==> src/rtl/dump_fsm.sv <==
// dump_fsm
// Output-side controller for the SHAKE core. It drains squeezed rate blocks
// from the PISO output buffer and streams them downstream as W-bit words on a
// valid/ready handshake. It tracks how many output bits are still owed,
// masks the final partial word, returns each drained buffer to the
// permutation stage and asks for another squeeze when more output is needed.
//
// Ports:
//   clk, rst                 clock, asynchronous active-high reset
//   start_i                  one-cycle request pulse (length/mode valid with it)
//   output_length_i          requested output length in bits
//   mode_i                   0 = SHAKE128, 1 = SHAKE256
//   output_buffer_valid      PISO holds a freshly squeezed block
//   output_buffer_data       current head word of the PISO
//   output_buffer_consumed   pulse: PISO drained, may be overwritten
//   squeeze_request          pulse: another block is required
//   shift_enable             advance PISO by one word
//   valid_o/data_o/last_o    downstream word stream, last_o marks final word
//   ready_i                  downstream accepts the word
//   busy_o                   high whenever not idle
//   done_o                   pulse when the request completes
module dump_fsm #(
  parameter int W             = 64,
  parameter int LEN_W         = 32,
  parameter int RATE128_WORDS = 21,
  parameter int RATE256_WORDS = 17
) (
  input  logic             clk,
  input  logic             rst,
  input  logic             start_i,
  input  logic [LEN_W-1:0] output_length_i,
  input  logic             mode_i,
  input  logic             output_buffer_valid,
  input  logic [W-1:0]     output_buffer_data,
  output logic             output_buffer_consumed,
  output logic             squeeze_request,
  output logic             shift_enable,
  output logic             valid_o,
  output logic [W-1:0]     data_o,
  output logic             last_o,
  input  logic             ready_i,
  output logic             busy_o,
  output logic             done_o
);

  localparam int CNT_W = 8;
  localparam int SH_W  = $clog2(W);
  localparam logic [LEN_W-1:0] W_LEN = LEN_W'(W);

  typedef enum logic [1:0] {
    IDLE       = 2'd0,
    WAIT_BLOCK = 2'd1,
    DUMP       = 2'd2
  } state_t;

  state_t             state_q, state_d;
  logic [LEN_W-1:0]   remaining_q, remaining_d;
  logic [CNT_W-1:0]   word_cnt_q, word_cnt_d;
  logic               mode_q, mode_d;
  // A zero-length request completes without leaving IDLE; this flag delays
  // its done pulse by one cycle so it lines up with the non-zero case timing.
  logic               zero_done_q, zero_done_d;

  logic               is_last;
  logic [W-1:0]       mask;

  always_ff @(posedge clk or posedge rst) begin
    if (rst) begin
      state_q     <= IDLE;
      remaining_q <= '0;
      word_cnt_q  <= '0;
      mode_q      <= 1'b0;
      zero_done_q <= 1'b0;
    end else begin
      state_q     <= state_d;
      remaining_q <= remaining_d;
      word_cnt_q  <= word_cnt_d;
      mode_q      <= mode_d;
      zero_done_q <= zero_done_d;
    end
  end

  // The final word is the one that covers the last <= W remaining bits.
  // Only the low SH_W bits of the counter matter for the mask because it is
  // applied only when fewer than W bits remain.
  always_comb begin
    is_last = (remaining_q <= W_LEN);
    mask    = '1;
    if (remaining_q < W_LEN) begin
      mask = ~({W{1'b1}} << remaining_q[SH_W-1:0]);
    end
  end

  always_comb begin
    state_d                = state_q;
    remaining_d            = remaining_q;
    word_cnt_d             = word_cnt_q;
    mode_d                 = mode_q;
    zero_done_d            = 1'b0;
    output_buffer_consumed = 1'b0;
    squeeze_request        = 1'b0;
    shift_enable           = 1'b0;
    valid_o                = 1'b0;
    data_o                 = '0;
    last_o                 = 1'b0;
    done_o                 = zero_done_q;

    case (state_q)
      IDLE: begin
        if (start_i) begin
          remaining_d = output_length_i;
          mode_d      = mode_i;
          if (output_length_i == '0) begin
            zero_done_d = 1'b1;
          end else begin
            state_d = WAIT_BLOCK;
          end
        end
      end

      WAIT_BLOCK: begin
        if (output_buffer_valid) begin
          word_cnt_d = mode_q ? CNT_W'(RATE256_WORDS) : CNT_W'(RATE128_WORDS);
          state_d    = DUMP;
        end
      end

      DUMP: begin
        valid_o = 1'b1;
        data_o  = output_buffer_data & mask;
        last_o  = is_last;
        if (ready_i) begin
          shift_enable = 1'b1;
          remaining_d  = is_last ? '0 : (remaining_q - W_LEN);
          word_cnt_d   = word_cnt_q - CNT_W'(1);
          // Ending the request takes priority over the block boundary so a
          // request that finishes exactly on a boundary does not squeeze.
          if (is_last) begin
            output_buffer_consumed = 1'b1;
            done_o                 = 1'b1;
            state_d                = IDLE;
          end else if (word_cnt_q == CNT_W'(1)) begin
            output_buffer_consumed = 1'b1;
            squeeze_request        = 1'b1;
            state_d                = WAIT_BLOCK;
          end
        end
      end

      default: begin
        state_d = IDLE;
      end
    endcase
  end

  assign busy_o = (state_q != IDLE);

endmodule

==> config.mk <==
export PLATFORM = sky130hd
export DESIGN_NAME = dump_fsm
export DESIGN_NICKNAME = d
export VERILOG_FILES = /design/src/rtl/dump_fsm.sv
export SDC_FILE = /design/constraint.sdc
export NUM_CORES = 1
export LEC_CHECK = 0
export ABC_CLOCK_PERIOD_IN_PS = 3500
export CORE_MARGIN = 4
export CORE_UTILIZATION = 42
export DETAILED_ROUTE_END_ITERATION = 8
export PLACE_DENSITY = 0.9
export SLEW_MARGIN = 20
export SYNTH_ARGS = -nofsm -noshare
export SYNTH_HDL_FRONTEND = slang
export SYNTH_SLANG_ARGS = --single-unit
==> constraint.sdc <==
create_clock -name clk -period 3.5 [get_ports clk]
set_input_delay 0.35 -clock clk [delete_from_list [all_inputs] [get_ports clk]]
set_output_delay 0.35 -clock clk [all_outputs]
set_load 0.01 [all_outputs]
== Word level (Yosys, flattened, before mapping) ==
Index checks and enable logic that the tools add are counted.
Word-level totals
  flip-flop bits (word level): 44
  logic and storage cells: 63
Cells by class
  shift-type cells: 1
  equality and inequality tests: 8
  add/sub/neg operators: 2
  mux-type cells: 34
  reduce and logical (&&, ||, !) cells: 9
  magnitude comparators: 2
  bitwise operators: 2
Operators with widths (number)
  $mux 64: 2
  $mux 32: 3
  $and 64x64->64: 1
  $not 64->64: 1
  $pmux 32 s2: 1
  $shl 64x6->64 const A: 1
  $le 32x7->1 const B: 1
  $logic_not 32->1: 1
  $lt 32x7->1 const B: 1
  $sub 32x7->32 const B: 1
  $mux 1: 17
  $mux 8: 2
  $pmux 8 s2: 1
  $mux 2: 6
  $eq 8x1->1 const B: 1
  $ne 2x2->1 const B: 4
  $sub 8x1->8 const B: 1
  $pmux 2 s3: 1
  $reduce_and 3->1: 2
  $reduce_bool 2->1: 3
  $reduce_and 5->1: 1
  $mux 3: 1
  $ne 3x3->1 const B: 1
  $eq 2x1->1 const B: 1
  other kinds (3): 3

== Depth between registers and ports, before layout ==
  depth in word-level cells: 5
  depth in mapped cells: 9
  gate-level depth less buffers: 7

== Least setup slack after synthesis ==
OpenSTA, ideal clock, no wires.
  path type: register to output
  start: reg remaining_q[16]
  end: out data_o[41]
  stages on the path, launching flop included: 9
  path buffers: 4
  data required time: 3.150 ns
  data arrival time: 2.480 ns
  path slack: 0.670 ns
  cell sequence: dfrtp_1 -> or4_1 -> clkbuf_1 -> or4_4 -> buf_6 -> nor3_1 -> buf_2 -> buf_2 -> a21oi_1
Between the ends
  cells in the longest elaborated chain, start to end: 4
RTL lines
  start, declared: line 57  | logic [LEN_W-1:0] remaining_q, remaining_d;
  start signal, assigned: line 76  | remaining_q <= remaining_d;
  $lt 32x7->1: line 89  | if (remaining_q < W_LEN) begin
  $mux 64: line 89
  $and 64x64->64: line 130  | data_o = output_buffer_data & mask;
  $mux 64: line 108  | case (state_q)
  end, declared: line 39  | output logic [W-1:0] data_o,
Every way passes these cells.

== Worst setup path in the final report ==
  start: reg remaining_q[16]
  end: out data_o[3]
Same word-level chain as after synthesis.

==> metrics.cfg <==
[cells_and_area]
layout_common_cells = clkdlybuf4s50_1 (171), nand2_1 (97), a21oi_1 (48)
final_cell_area_sq_um = 5743
diodes = 0
post_route_cells_drive_above_1_share_pct = 8.148
nNetsFinal = 780
area_growth_pct = 56.60
n_fill_cell = 679
final_common_cell = clkdlybuf4s50_1
final_cells = 780

[synth]
seq_area_frac_synth_pct = 30.02
ys.flop_type = dfrtp_1
synth_area_sq_um = 3667
synth_warnings = 0
syn-num-nets = 614
synth.area.top_cells = dfrtp_1 (30%), nand2_1 (10%), a21oi_1 (6.6%), o21ai_0 (5.7%), a22o_1 (5.0%)
ys_types = 56
synth_area_leader_cell = dfrtp_1
synth-edff-count = 0
synthCells = 508
synth_seq_cells = 44
async_flop_share_pct = 100.0
syn_avg_cell_area_sq_um = 7.219
synth_top_area_share_pct = 30.02

[global_route]
grt_pass1_vias = 4384
gr-total-overflow = 0
grt_max_degree = 55
grt_antenna_before_repair = 0
grt_pass1_wl_mm = 22.27
groute.usage.overall_pct = 26.89

[timing]
setup_viol = 0
worst_slew_pin_slew_ns = 0.9356
finalSetupTns_ns = 0
hold_violations = 0
finalCritPeriodShare_pct = 97.75
maxSlewViolCount = 0
fmax_mhz = 292.3
skew_ns = 0.006842
slew_headroom_pct = 37.56
rsz0062_at_grt = false
period_needed_ns = 3.421

[critical_path]
timing.rr.end = remaining_q[19]$_DFFE_PP0P_
crit_type = flop to output pin
path_depth = 7
cp-start-kind = flop
reg2reg_depth = 7
timing.critical_path.buf_inv = 2
worstPathRequired_ns = 3.15
rrSetupSlack_ns = 0.66
crit_family = simple AND/OR/NAND/NOR gates
r2r_start = remaining_q[16]$_DFFE_PP0P_
cp_slowest_stage_delay_ns = 0.56
crit_start = remaining_q[16]$_DFFE_PP0P_
worstPathArrival_ns = 3.07
slowest_stage = or4_1
crit_chain = or4_1, or4_4, nor4_4, buf_12, nand2_1, o211a_1, clkdlybuf4s50_1
path_max_fanout = 13
end_kind = output pin

[clock_tree]
cts_max_path_buffers = 2
htreeDepth = 2
cts_tree = built
cts_sinks = 44
hold_buffers = 0
root_buffer = clkbuf_8
clk_latency_ns = 0.29
path_clk_slew_ns = 0.08
cts_buffers = 5

[drt]
vias = 4708
postRouteAntennaNets = 0
wl_per_cell_um = 18.73
dr.pass1.iters = 5
vias_per_cell = 6.036
drc = 0
first_iter_violations = 469
routed_wl_mm = 14.61

[place]
dpl_cell_area_sq_um = 5539
placed_cells = 766
dp_hpwl_mm = 11.26
gp_congestion = 0.9731
io_buffers = 172

[min_path]
hp-class = input pin to async pin

[run_status]
status = finished, final reports clean

[floorplan]
core_sq_um = 8341
die_h_um = 101.4
rows = 33
initial_core_util_pct = 43.97
dieArea_sq_um = 10290
die_x_um = 101.4
io_pins = 173

[pwr]
ir_drop_mv = 0.3655
p_leak_uw = 0.002336
power_density_nw_per_um2 = 646.7

[flow_run]
drv_cap = 0

[worst min-delay path, delay by kind of cell]
kind | cells | cell delay [ns]
buf+inv | 3 | 0.92
[how the worst max path moves through the flow]
stage	to	slack [ns]
6_report	data_o[3]	0.08
5_1_grt	data_o[40]	0.01
3_3_place_gp	output_buffer_consumed	0.31
2_1_floorplan	data_o[41]	0.67
3_5_place_dp	output_buffer_consumed	0.28
4_1_cts	squeeze_request	0.007
[power breakdown]
part,switching [uW],internal (uW)
Combinational,1220,1050
Clock,176,212
Sequential,322,734
[logic make-up after synthesis]
group | count (synthesis) | share of synthesized area (%)
multiplexers | 2 | 0.5800
adder cells (fa/ha/maj) | 4 | 1.365
AND/OR/NAND/NOR | 237 | 31.76
AO/OA/AOI/OAI | 165 | 28.90
flip-flops | 44 | 30.02
XOR/XNOR | 5 | 1.194
buffers and inverters | 51 | 6.175
[what timing repair did]
action | 4_1_cts | 5_1_grt
setup endpoints to repair | 18 | 22
gates resized for setup | 4 | 6
pin swaps | 1 | 1
setup buffers | 0 | 4
cloned | 1 | 1
endpoints found under the hold margin | 0 | 0
[metal layers]
layer	up-vias	wire [um]	track usage, %
met3	33	1418	4.614
met5	-	0	0
met2	256	7329	47.33
met4	0	355	8.078
met1	2228	5507	33.60
li1	2191	-	-
[cell type report]
| cell class | count | area [sq um] | area share [%] |
|---|---|---|---|
| clock inverter | 2 | 35.03 | 0.6100 |
| timing repair buffer | 198 | 1967 | 34.25 |
| inverter | 12 | 45.04 | 0.7843 |
| multi-input combinational | 413 | 2389 | 41.59 |
| tap | 105 | 131.4 | 2.288 |
| clock buffer | 6 | 72.57 | 1.264 |
| sequential | 44 | 1104 | 19.22 |
[Yosys cell counts, types with 10 or more instances]
| library cell | number |
|---|---|
| nand2_1 | 98 |
| a21oi_1 | 48 |
| dfrtp_1 | 44 |
| o21ai_0 | 42 |
| clkbuf_1 | 30 |
| nor2_1 | 29 |
| a22o_1 | 21 |
| and3_1 | 21 |
| nor4_1 | 18 |
| nand3_1 | 14 |
| nor3_1 | 13 |
| inv_1 | 10 |
[flip-flops by register name, indices dropped and copies added, names as in the netlist]
signal       flops
remaining_q     32
word_cnt_q       8
state_q          2
mode_q           1
zero_done_q      1
[metrics by stage]
| stage | worst slack [ns] | util [%] | power, uW | hold slack (ns) |
|---|---|---|---|---|
| after floorplan | 0.6698 | - | 2325 | 0.4439 |
| after global placement | 0.3129 | 66.41 | 3202 | 0.4882 |
| after detailed placement | 0.2776 | 66.41 | 3262 | 0.4950 |
| after CTS | 0.007365 | 68.21 | 3672 | 0.5217 |
| after global routing | 0.01473 | 68.86 | 3961 | 0.5289 |
| final | 0.07879 | 68.86 | 3714 | 0.5049 |
No activity file was read; power rests on OpenSTA's default activity.
